[config.mk]
export PLATFORM = sky130hd
export DESIGN_NAME = alu_arbiter
export DESIGN_NICKNAME = d
export VERILOG_FILES = /design/src/rtl/alu_pkg.sv /design/src/rtl/alu_rr_arb.sv /design/src/rtl/alu_arbiter.sv
export SDC_FILE = /design/constraint.sdc
export NUM_CORES = 1
export LEC_CHECK = 0
export ABC_AREA = 1
export BUFFER_PORTS_ARGS = -buffer_cell sky130_fd_sc_hd__buf_2
export CORE_ASPECT_RATIO = 1.4
export CORE_MARGIN = 2
export CORE_UTILIZATION = 42
export CTS_CLUSTER_SIZE = 16
export DETAILED_ROUTE_END_ITERATION = 8
export HOLD_SLACK_MARGIN = 0.15
export PLACE_DENSITY = 0.76
export SLEW_MARGIN = 20
export SYNTH_ARGS = -nofsm -noshare
export SYNTH_HDL_FRONTEND = slang
export SYNTH_SLANG_ARGS = --single-unit
[constraint.sdc]
create_clock -name clk -period 1.5 [get_ports clk]
set_input_delay 0.15 -clock clk [delete_from_list [all_inputs] [get_ports clk]]
set_output_delay 0.15 -clock clk [all_outputs]
set_load 0.03 [all_outputs]
[src/rtl/alu_pkg.sv]
`default_nettype none
// ============================================================================
// Module   : alu_pkg
// Purpose  : Shared definitions for the ALU arbiter: ALU op codes, FSM state
//            encoding and the EXEC-cycle counter load helper.
// Ports    : none (package)
// Revision : 1.0  initial release
// ============================================================================
package alu_pkg;

  localparam logic [3:0] ALU_ADD = 4'b0000;
  localparam logic [3:0] ALU_SUB = 4'b0001;
  localparam logic [3:0] ALU_MUL = 4'b0010;

  // Counter wide enough for the largest supported MUL hold time (15).
  localparam int CNT_W = 4;

  typedef enum logic [1:0] {
    IDLE = 2'd0,
    EXEC = 2'd1,
    RESP = 2'd2
  } state_t;

  // Remaining EXEC cycles after the first one; any op other than MUL,
  // including undefined codes, finishes in a single EXEC cycle.
  function automatic logic [CNT_W-1:0] exec_cnt_load(input logic [3:0] op,
                                                     input int        mul_cycles);
    return (op == ALU_MUL) ? CNT_W'(mul_cycles - 1) : '0;
  endfunction

endpackage
`default_nettype wire

[src/rtl/alu_rr_arb.sv]
`default_nettype none
// ============================================================================
// Module   : alu_rr_arb
// Purpose  : Two-requester grant selection for the shared ALU.
//            ALU_ARBITER_RR_EN defined   : round-robin, ties go to the
//                                          requester not granted last.
//            ALU_ARBITER_RR_EN undefined : fixed priority, requester 0 wins.
// Ports    : clk    - clock
//            rst_n  - asynchronous active-low reset
//            req_i  - request vector {req1, req0}
//            upd_i  - a transfer happens this cycle; pointer follows grant
//            gnt_o  - one-hot grant (zero when nothing requested)
// Revision : 1.0  initial release
// ============================================================================
module alu_rr_arb
  import alu_pkg::*;
(
  input  logic       clk,
  input  logic       rst_n,
  input  logic [1:0] req_i,
  input  logic       upd_i,
  output logic [1:0] gnt_o
);

`ifdef ALU_ARBITER_RR_EN
  // 1 = requester 1 was granted last; resets to 1 so requester 0 wins the
  // first tie.
  logic last_q;

  always_ff @(posedge clk or negedge rst_n) begin
    if (!rst_n) begin
      last_q <= 1'b1;
    end else if (upd_i) begin
      last_q <= gnt_o[1];
    end
  end

  always_comb begin
    gnt_o = req_i;
    if (req_i == 2'b11) begin
      gnt_o = last_q ? 2'b01 : 2'b10;
    end
  end
`else
  // No pointer in fixed-priority mode; these inputs only exist so both
  // builds share one port list.
  logic w_unused;
  assign w_unused = ^{clk, rst_n, upd_i};

  always_comb begin
    gnt_o = 2'b00;
    if (req_i[0]) begin
      gnt_o = 2'b01;
    end else if (req_i[1]) begin
      gnt_o = 2'b10;
    end
  end
`endif

endmodule
`default_nettype wire

[src/rtl/alu_arbiter.sv]
`default_nettype none
// ============================================================================
// Module   : alu_arbiter
// Purpose  : Shares one combinational ALU between two requesters. One
//            operation in flight at a time: IDLE -> EXEC -> RESP -> IDLE.
//            Grant policy is set by macro ALU_ARBITER_RR_EN (see alu_rr_arb).
// Params   : MUL_CYCLES - EXEC cycles a MUL holds the ALU (1..15)
// Ports    : clk, rst_n                 - clock, async active-low reset
//            reqN_valid/ready/a/b/op    - request channel of requester N
//            rspN_valid/ready/result/zero - response channel of requester N
//            alu_a, alu_b, alu_control  - registered drive to the ALU
//            alu_result, alu_zero       - combinational ALU outputs
// Revision : 1.0  initial release
// ============================================================================
module alu_arbiter
  import alu_pkg::*;
#(
  parameter int MUL_CYCLES = 3
) (
  input  logic        clk,
  input  logic        rst_n,
  input  logic        req0_valid,
  output logic        req0_ready,
  input  logic [31:0] req0_a,
  input  logic [31:0] req0_b,
  input  logic [3:0]  req0_op,
  input  logic        req1_valid,
  output logic        req1_ready,
  input  logic [31:0] req1_a,
  input  logic [31:0] req1_b,
  input  logic [3:0]  req1_op,
  output logic        rsp0_valid,
  input  logic        rsp0_ready,
  output logic [31:0] rsp0_result,
  output logic        rsp0_zero,
  output logic        rsp1_valid,
  input  logic        rsp1_ready,
  output logic [31:0] rsp1_result,
  output logic        rsp1_zero,
  output logic [31:0] alu_a,
  output logic [31:0] alu_b,
  output logic [3:0]  alu_control,
  input  logic [31:0] alu_result,
  input  logic        alu_zero
);

  state_t           state_q;
  logic             owner_q;
  logic [CNT_W-1:0] cnt_q;
  logic [31:0]      alu_a_q;
  logic [31:0]      alu_b_q;
  logic [3:0]       alu_ctrl_q;
  logic [1:0]       rsp_valid_q;
  logic [1:0]       rsp_zero_q;
  logic [31:0]      rsp_result_q [2];

  logic [1:0]       w_gnt;
  logic [1:0]       w_ready;
  logic [1:0]       w_rsp_ready;
  logic             w_xfer;
  logic [31:0]      w_sel_a;
  logic [31:0]      w_sel_b;
  logic [3:0]       w_sel_op;

  alu_rr_arb u_arb (
    .clk   (clk),
    .rst_n (rst_n),
    .req_i ({req1_valid, req0_valid}),
    .upd_i (w_xfer),
    .gnt_o (w_gnt)
  );

  // Grant only carries a bit for a valid requester, so ready implies valid
  // and any ready bit is a transfer. rst_n gates ready so it drops the
  // instant reset asserts, not at the next edge.
  assign w_ready     = (rst_n && (state_q == IDLE)) ? w_gnt : 2'b00;
  assign w_xfer      = |w_ready;
  assign w_rsp_ready = {rsp1_ready, rsp0_ready};

  assign w_sel_a  = w_gnt[1] ? req1_a  : req0_a;
  assign w_sel_b  = w_gnt[1] ? req1_b  : req0_b;
  assign w_sel_op = w_gnt[1] ? req1_op : req0_op;

  always_ff @(posedge clk or negedge rst_n) begin
    if (!rst_n) begin
      state_q         <= IDLE;
      owner_q         <= 1'b0;
      cnt_q           <= '0;
      alu_a_q         <= '0;
      alu_b_q         <= '0;
      alu_ctrl_q      <= ALU_ADD;
      rsp_valid_q     <= 2'b00;
      rsp_zero_q      <= 2'b00;
      rsp_result_q[0] <= '0;
      rsp_result_q[1] <= '0;
    end else begin
      unique case (state_q)
        IDLE: begin
          if (w_xfer) begin
            alu_a_q    <= w_sel_a;
            alu_b_q    <= w_sel_b;
            alu_ctrl_q <= w_sel_op;
            owner_q    <= w_gnt[1];
            cnt_q      <= exec_cnt_load(w_sel_op, MUL_CYCLES);
            state_q    <= EXEC;
          end
        end
        EXEC: begin
          if (cnt_q == '0) begin
            rsp_result_q[owner_q] <= alu_result;
            rsp_zero_q[owner_q]   <= alu_zero;
            rsp_valid_q[owner_q]  <= 1'b1;
            // Operands stay put; only the op code returns to its idle value.
            alu_ctrl_q            <= ALU_ADD;
            state_q               <= RESP;
          end else begin
            cnt_q <= cnt_q - 1'b1;
          end
        end
        RESP: begin
          // Only the owner's ready matters; the other requester's is ignored.
          if (w_rsp_ready[owner_q]) begin
            rsp_valid_q[owner_q] <= 1'b0;
            state_q              <= IDLE;
          end
        end
        default: state_q <= IDLE;
      endcase
    end
  end

  assign req0_ready  = w_ready[0];
  assign req1_ready  = w_ready[1];
  assign rsp0_valid  = rsp_valid_q[0];
  assign rsp1_valid  = rsp_valid_q[1];
  assign rsp0_result = rsp_result_q[0];
  assign rsp1_result = rsp_result_q[1];
  assign rsp0_zero   = rsp_zero_q[0];
  assign rsp1_zero   = rsp_zero_q[1];
  assign alu_a       = alu_a_q;
  assign alu_b       = alu_b_q;
  assign alu_control = alu_ctrl_q;

endmodule
`default_nettype wire

# After elaboration in Yosys (flattened, before gate mapping)
# Index checks and enable logic that the tools add are counted.
word_totals:
  ff_bits: 143
  out_inout_bits: 138
  word_cells: 68
op_classes:
  n_addsub: 1
  magnitude_cmp: 4
  eq_ne: 7
  mux: 28
  bitwise: 4
  reduce_logical: 14
ops:
  columns: ["operator", "n"]
  rows:
  - ["2-to-1 mux 32 bit", 3]
  - ["bitwise mux 64 bit", 1]
  - ["demux 32 bit (select 1 bit)", 1]
  - ["2-to-1 mux 4 bit", 5]
  - ["2-to-1 mux 2 bit", 9]
  - ["one-hot mux 4 bit (2 select lines)", 2]
  - ["AND reduction 3 bit", 4]
  - ["inequality test 2 bit, second input constant", 3]
  - ["one-hot mux 2 bit (3 select lines)", 1]
  - ["equality test 4 x 2 -> 1 bit, second input constant", 1]
  - ["logical NOT 4 bit", 1]
  - ["one-hot mux 2 bit (2 select lines)", 1]
  - ["AND reduction 2 bit", 2]
  - ["nonzero test 2 bit", 2]
  - ["subtractor 4 x 1 -> 4 bit, second input constant", 1]
  - ["logical AND 1 bit", 3]
  - ["2-to-1 mux 1 bit", 3]
  - ["AND 2 bit", 1]
  - ["bitwise mux 2 bit", 1]
  - ["equality test 2 x 1 -> 1 bit, second input constant", 1]
  - ["equality test 2 bit, second input constant", 1]
  - [">= comparator 2 bit, second input constant", 1]
  - ["logical NOT 2 bit", 1]
  - ["< comparator 1 x 2 -> 1 bit, second input constant", 1]
  - ["8 further kinds", 8]

# Longest topological paths before layout
# Gate-level depths: netlist of the first run.
logic_depth:
  word_depth: 8
  mapped_depth: 10
  ltp_nobuf: 9

# Modules after synthesis
# From an unflattened synthesis of the first run, not the netlist that was laid out.
hier_totals:
  cells_unflattened: 730
  area_unflattened_um2: 6149.6
by_module_without_submodules:
  columns: ["module", "n_inst", "cells_per_inst", "area_each_um2", "seq_area_each_um2"]
  rows:
  - ["alu_arbiter", 1, 727, 6132.1, 3578.4]
  - ["alu_rr_arb", 1, 3, 17.5, 0.0]

# Worst setup path before layout of the first run
# OpenSTA, ideal clock, no wires.
synth_timing:
  path_kind: "register to register"
  from: "reg cnt_q[0]"
  to: "reg rsp_result_q (netlist bit rsp1_result[10])"
  setup_ps: 118
  arrival_time_ps: 1322
  t_required_ps: 1382
  path_slack_ps: 60
  path_stages_with_launch: 11
  n_path_buf: 1
  period_less_slack_ps: 1440
  path_cell_list: "dfrtp_1 > inv_1 > ha_1 > nand2_2 > nor2_4 > nand2_4 > nor2_8 > inv_2 > buf_6 > nand2_1 > nand2_1"
synth_via:
  elab_chain_cells: 2
synth_lines:
  columns: ["item", "line", "rtl"]
  rows:
  - ["from (decl)", "alu_arbiter.sv:49", "logic [CNT_W-1:0] cnt_q;"]
  - ["from (signal assigned)", "alu_arbiter.sv:104", "cnt_q <= exec_cnt_load(w_sel_op, MUL_CYCLES);"]
  - ["from (signal assigned)", "alu_arbiter.sv:117", "cnt_q <= cnt_q - 1'b1;"]
  - ["logical NOT 4 bit", "alu_arbiter.sv:109", "if (cnt_q == '0) begin"]
  - ["AND reduction 2 bit (no source line)", null, null]
  - ["to (signal, indexed assignment)", "alu_arbiter.sv:110", "rsp_result_q[owner_q] <= alu_result;"]
  - ["to (decl)", "alu_arbiter.sv:55", "logic [31:0] rsp_result_q [2];"]
# No other way between the ends.
# A chain may end at the register's enable or synchronous reset.

# Final worst setup path of the first run
layout_timing:
  from: "reg cnt_q[1]"
  to: "reg rsp_result_q (netlist bit rsp0_result[18])"
# Same word-level chain as after synthesis.

==> metrics.cfg, run 1 <==
[timing]
rsz0062_at_grt = yes
setup_viol = 14
slew_headroom = 0.540
min_period_over_period = 1.03
timing.final.ws_setup_ps = -50.6
max_freq_mhz = 645
hold_slack_ps = 178
fin_skew_ps = 6.51
final-hold-violation-count = 0
final_max_slew_viol_count = 0
fin_crit_ps = 1550
tightest_slew_ps = 690

[grt]
grt_pass1_vias = 7885
grt_usage = 0.288
overflow = 0
antenna_found_initial = 0
grt_max_degree = 134
grt_first_pass_wirelength_mm = 39.5

[cells_and_area]
drive_gt1_frac = 0.324
area_growth_pct = 63.4
antenna_cells = 0
final_util = 0.701
nFillCells = 1068
fin_nets = 1453

[logic_synthesis]
yosysMostFrequentCell = nand2_1
synth_top_area_frac = 0.534
post_synth_num_cell_types = 28
async_reset_ff_frac = 1.00
syn_inst = 791
ys_seq_area_frac = 0.534
synth_nets = 967
synth-edff-count = 0
yosys.area_share.adder = 0.00187
synth_top_family_by_area = simple AND/OR/NAND/NOR gates
ys.flop_type = dfrtp_1
synth_commonest_cells = nand2_1 (380), dfrtp_1 (143), inv_1 (80)
ys_warn_count = 0
synth-xor-area-share = 0.00262
ys_top_cells_by_area = dfrtp_1 (53%), nand2_1 (21%), o211ai_1 (4.9%)
ys_seq_elements = 143
syn_area_per_cell_um2 = 8.46
synthMuxAreaShare = 0
yosys.area_share.simple = 0.238
synth_area_um2 = 6700
synth_compound_area_frac = 0.122
yosys.area.top_type = dfrtp_1

[placed_design]
place_congestion = 0.823
pre_cts_slack_ps = -156
io_buffers = 312
dp_hpwl_mm = 13.7

[clock_network]
cts_root_buf = clkbuf_16
cts_max_level = 4
max-clock-path-buffers = 2
cts-buffers-inserted = 17
clk_latency_ps = 410
clkSinkCount = 143
cts_tree = built
clk_pin_slew_worst_paths_ps = 60

[setup_path]
start_kind = flip-flop
critPathMaxFanout = 8
critPathKind = flip-flop to flip-flop
reg2reg_setup_slack_ps = -50
required_ps = 1840
startpoint = cnt_q[1]
cp-end-kind = flip-flop
worst-endpoint-arrival_ps = 1900
rr_startpoint = cnt_q[1]

[die]
initial_core_util = 0.429
die-area_um2 = 17000
core_area_um2 = 15600
die_h_um = 153
die_x_um = 111
fp-row-count = 54
ios = 313

[worst_hold_path]
min_from = req1_op[3]
hp-class = input pin to flip-flop

[routing]
ant_nets = 0
wirelength_mm = 24.8
detail_route.iter0.violations = 639
routed_via_density = 5.02
firstDrtPassIters = 6
drc = 0
wl_per_cell_um = 16.7
vias = 7454

[status]
failed_checks = negative setup slack
status = complete, but fails checks

[pwr]
power_uw = 22400
p_leak_uw = 0.00610
irDropWorstVdd_mv = 1.56
power_density_nw_per_um2 = 2050

[run]
maxCapViolCount = 0

stage by stage:
stage          std cells  TNS [ps]  area [um^2]
2_1_floorplan        791         0         6700
3_3_place_gp        1276     -1260         8420
3_5_place_dp        1276     -3660         8420
4_1_cts             1484      -192        10900
5_1_grt             1485     -4020        10900
6_report            1485      -393        10900
path summary, 6_finish.rpt:
kind / end / depth (start not counted)
setup / recovery: rsp0_result[18] / 10
hold / removal: alu_control[3] / 5
setup reg to reg: rsp0_result[18] / 10
hold reg to reg: rsp1_result[10] / 2
max in group asynchronous: state_q[0] / 3
min in group asynchronous: alu_b[7] / 3
routing by layer:
| layer | wire length, um | GRT usage | share of wire |
|---|---|---|---|
| met1 | 9160 | 0.317 | 0.37 |
| met2 | 12500 | 0.499 | 0.51 |
| met3 | 1910 | 0.0777 | 0.077 |
| met4 | 1220 | 0.165 | 0.049 |
| met5 | 0 | 0 | 0 |
where the power goes:
part	switching (uW)	internal (uW)	total, uW	leakage, uW
clock network	1670	2760	4430	0.000295
registers	1060	5790	6850	0.00174
logic	7690	3470	11200	0.00407
critical path: stages (launching register included):
cell	delay, ps
dfrtp_1	390
inv_2	90
ha_4	150
nand2_4	50
nor2_4	120
nand2_4	110
nor2_4	200
buf_12	140
buf_16	120
nand2_1	50
nand2_1	60
state kept, by name, indices dropped and copies added, names as in the netlist, named ones only:
name         cells
owner_q          1
alu_a           32
rsp0_result     32
state_q          2
alu_control      4
rsp_zero_q       2
rsp1_result     32
alu_b           32
cnt_q            4
logic make-up (layout without fill, tap and decap cells):
family | Yosys count | after routing
simple gates | 406 | 406
flops | 143 | 143
buf+inv | 130 | 628
compound gates | 109 | 109
xor+xnor | 2 | 2
fa+ha+maj | 1 | 1
placed cells by master (no fill, tap or decap), types with 5 or more instances in the layout:
cell type,instances
dlygate4sd3_1,171
buf_12,7
buf_2,309
o211ai_1,44
buf_4,12
nand2_2,5
nand2_1,376
inv_1,77
clkbuf_16,18
o21ai_1,20
inv_2,6
dfrtp_1,142
o21ai_0,20
buf_6,10
o211ai_2,20
nand3_1,11
timing repair:
action / in CTS / in global routing
hold buffers: 171 / 0
gates resized for setup: 15 / 30
endpoints found under the setup margin: 51 / 102
pin swaps: 1 / 7
endpoints found under the hold margin: 278 / 0
setup buffers: 6 / 2
cloned: 1 / 1
layout make-up:
cell class | count | area (um^2) | area share
inverter | 85 | 329 | 0.0301
clock buffer | 20 | 467 | 0.0427
clock inverter | 11 | 156 | 0.0143
multi-input combinational | 518 | 2490 | 0.228
tap | 196 | 245 | 0.0224
timing repair buffer | 512 | 3670 | 0.335
sequential | 143 | 3580 | 0.327
No activity file was read; power rests on OpenSTA's default activity.
==> run 2, diff against run 1 <==
--- a/config.mk
+++ b/config.mk
@@ -6,7 +6,7 @@
 export NUM_CORES = 1
 export LEC_CHECK = 0
 export ABC_AREA = 1
-export BUFFER_PORTS_ARGS = -buffer_cell sky130_fd_sc_hd__buf_2
+export BUFFER_PORTS_ARGS = -buffer_cell sky130_fd_sc_hd__buf_4
 export CORE_ASPECT_RATIO = 1.4
 export CORE_MARGIN = 2
 export CORE_UTILIZATION = 42
==> run 2 against run 1 <==
  * The run ends with negative hold slack, negative setup slack left
  * Fmax down 7.1%
  * Flip-flop and latch count unchanged
  * Final area up 12%
  * Clock-buffer cell count down 1
  * Critical path depth down 1
  * Total power up 11%
  * Combinational power up 20%
  * Die area unchanged
  * Largest cell class unchanged
==> metrics.cfg, run 2 (synthesis results as in run 1) <==
[status]
status = complete, but fails checks
failed_checks = negative hold slack, negative setup slack

[setup_path]
cp-end-kind = flip-flop
start_kind = flip-flop
required_ps = 1770  ; -70 ps
rr_startpoint = cnt_q[1]
worst-endpoint-arrival_ps = 1940  ; +40 ps
critPathMaxFanout = 9  ; +1
critPathKind = flip-flop to flip-flop
startpoint = cnt_q[1]

[clock_network]
cts_root_buf = clkbuf_16
cts_hold_buf = 169  ; -1.2%
clk_pin_slew_worst_paths_ps = 70  ; about the same
cts-buffers-inserted = 17  ; unchanged
max-clock-path-buffers = 2  ; unchanged
clk_latency_ps = 420  ; about the same
cts_max_level = 4  ; unchanged
cts_tree = built
clkSinkCount = 143  ; unchanged

[die]
fp-row-count = 54  ; unchanged
initial_core_util = 0.429  ; unchanged
die-area_um2 = 17000  ; unchanged
ios = 313  ; unchanged
die_x_um = 111  ; unchanged
die_h_um = 153  ; unchanged
core_area_um2 = 15600  ; unchanged

[timing]
final_max_slew_viol_count = 0  ; unchanged
tightest_slew_ps = 801  ; +111 ps
rsz0062_at_grt = yes
min_period_over_period = 1.11  ; +0.0793
timing.final.ws_setup_ps = -170  ; -119 ps
final-hold-violation-count = 143  ; +143
hold_slack_ps = -230  ; -409 ps
fin_crit_ps = 1670  ; +119 ps
setup_viol = 61  ; +47
max_freq_mhz = 599  ; -7.1%
setup-tns-final_ps = -3870  ; -3480 ps
fin_skew_ps = 12.6  ; +6.14 ps
slew_headroom = 0.466  ; -0.0741

[routing]
detail_route.iter0.violations = 632  ; -1.1%
routed_via_density = 5.23  ; +4.3%
vias = 7851  ; +5.3%
wl_per_cell_um = 19.4  ; +16%
drc = 0  ; unchanged
ant_nets = 0  ; unchanged
firstDrtPassIters = 8  ; +2
wirelength_mm = 29.2  ; +17%

[cells_and_area]
drive_gt1_frac = 0.397  ; +0.0739
regArea_um2 = 3580  ; unchanged
stdcell_area_um2 = 12300  ; +12%
area_growth_pct = 83.6
final_cell_mix = buf_4 (323), nand2_1 (295), dlygate4sd3_1 (169)
final_common_cell = buf_4
nFillCells = 870  ; -19%
fin_nets = 1464  ; +0.76%
final_util = 0.788  ; +0.0867
multi_input_area_um2 = 2850  ; +14%

[pwr]
switching_share = 0.460  ; -0.00398
p_leak_uw = 0.00668  ; +9.4%
pwr-share-clk = 0.181  ; -0.016
p_seq_frac = 0.284  ; -0.021
power_density_nw_per_um2 = 2030  ; -0.93%
p_comb_frac = 0.536  ; +0.039
power.switching_uw = 11500  ; +10%
intPower_uw = 13500  ; +12%
irDropWorstVdd_mv = 1.37  ; -12%

[run]
maxCapViolCount = 0  ; unchanged

[grt]
grt_max_degree = 83  ; -38%
grt_pass1_vias = 7692  ; -2.4%
grt_util_met1 = 0.340  ; +0.0227
overflow = 0  ; unchanged
use_met3 = 0.0726  ; -0.00515
grt_usage = 0.295  ; +0.00755
antenna_found_initial = 2  ; +2
grt_first_pass_wirelength_mm = 40.3  ; +2.0%
met2_usage = 0.515  ; +0.0161
grt_busiest_layer = met2

[placed_design]
dpl_cell_area_um2 = 9200  ; +9.3%
dp_hpwl_mm = 14.2  ; +3.6%
pre_cts_slack_ps = -165  ; -9.35 ps
io_buffers = 312  ; unchanged
place_congestion = 0.870  ; +5.7%

[worst_hold_path]
hp-class = input pin to async pin

==> run 2: cell types whose count changed in the layout (fill, tap and decap cells not counted), moves of 3 or more <==
cell       before  now
nand2_4         3   28
nand2_1       376  295
o21ai_0        20   12
nand2_2         5   61
buf_12          7   12
buf_2         309    0
clkbuf_16      18   23
buf_4          12  323
o21ai_2         0    7
inv_6           2    6
diode_2         0    3
==> run 2: path summary, 6_finish.rpt <==
check / slack [ps] / endpoint / cells after the start
worst max-delay path: -170 / rsp0_result[18] / 9
worst min-delay path: -230 / rsp0_result[9] / 2
worst max register to register: -170 / rsp0_result[18] / 9
worst min register to register: 480 / rsp0_result[30] / 2
max in group asynchronous: 1030 / alu_a[2] / 2
min in group clk: 190 / alu_control[2] / 5
==> run 2: metal layers <==
metal	wire, um	part of all wire
met1	10100	0.34
met5	0	0
met3	2270	0.078
met2	14900	0.51
met4	1960	0.067
==> run 2: timing repair <==
action / 4_1_cts / 5_1_grt
endpoints found under the setup margin: 39 / 73
endpoints found under the hold margin: 279 / 143
resized for setup: 13 / 153
cloned: 0 / 10
pin swaps: 1 / 31
setup buffers: 2 / 9
==> run 2: worst max-delay path, stage by stage (launching register included) <==
cell and delay [ps]:
dfrtp_1 390, inv_2 80, ha_4 160, nand2_4 60, nor2_4 100, nand2_4 110, buf_4 160, clkbuf_16 160
o21ai_1 150, nand2_1 150
==> run 2: power by group through the flow <==
stage / Combinational, uW / Sequential [uW] / Clock [uW]
2_1_floorplan: 3220 / 10400 / 0
3_3_place_gp: 11200 / 6850 / 0
3_5_place_dp: 11400 / 6880 / 0
4_1_cts: 11900 / 6870 / 4540
5_1_grt: 14100 / 7260 / 4730
6_report: 13400 / 7090 / 4510
==> run 2: layout make-up <==
type / instances / share of cell area
antenna: 3 / 0.000611
clock buffer: 19 / 0.0360
clock inverter: 13 / 0.0145
inverter: 85 / 0.0271
multi-input combinational: 518 / 0.232
sequential: 143 / 0.291
tap: 196 / 0.0199
timing repair buffer: 520 / 0.376
timing repair inverter: 3 / 0.00234
==> run 2: per-stage QoR <==
step | instances | power, uW
3_3_place_gp | 1275 | 18000
2_1_floorplan | 791 | 13600
3_5_place_dp | 1275 | 18200
5_1_grt | 1499 | 26100
6_report | 1500 | 25000
4_1_cts | 1478 | 23300
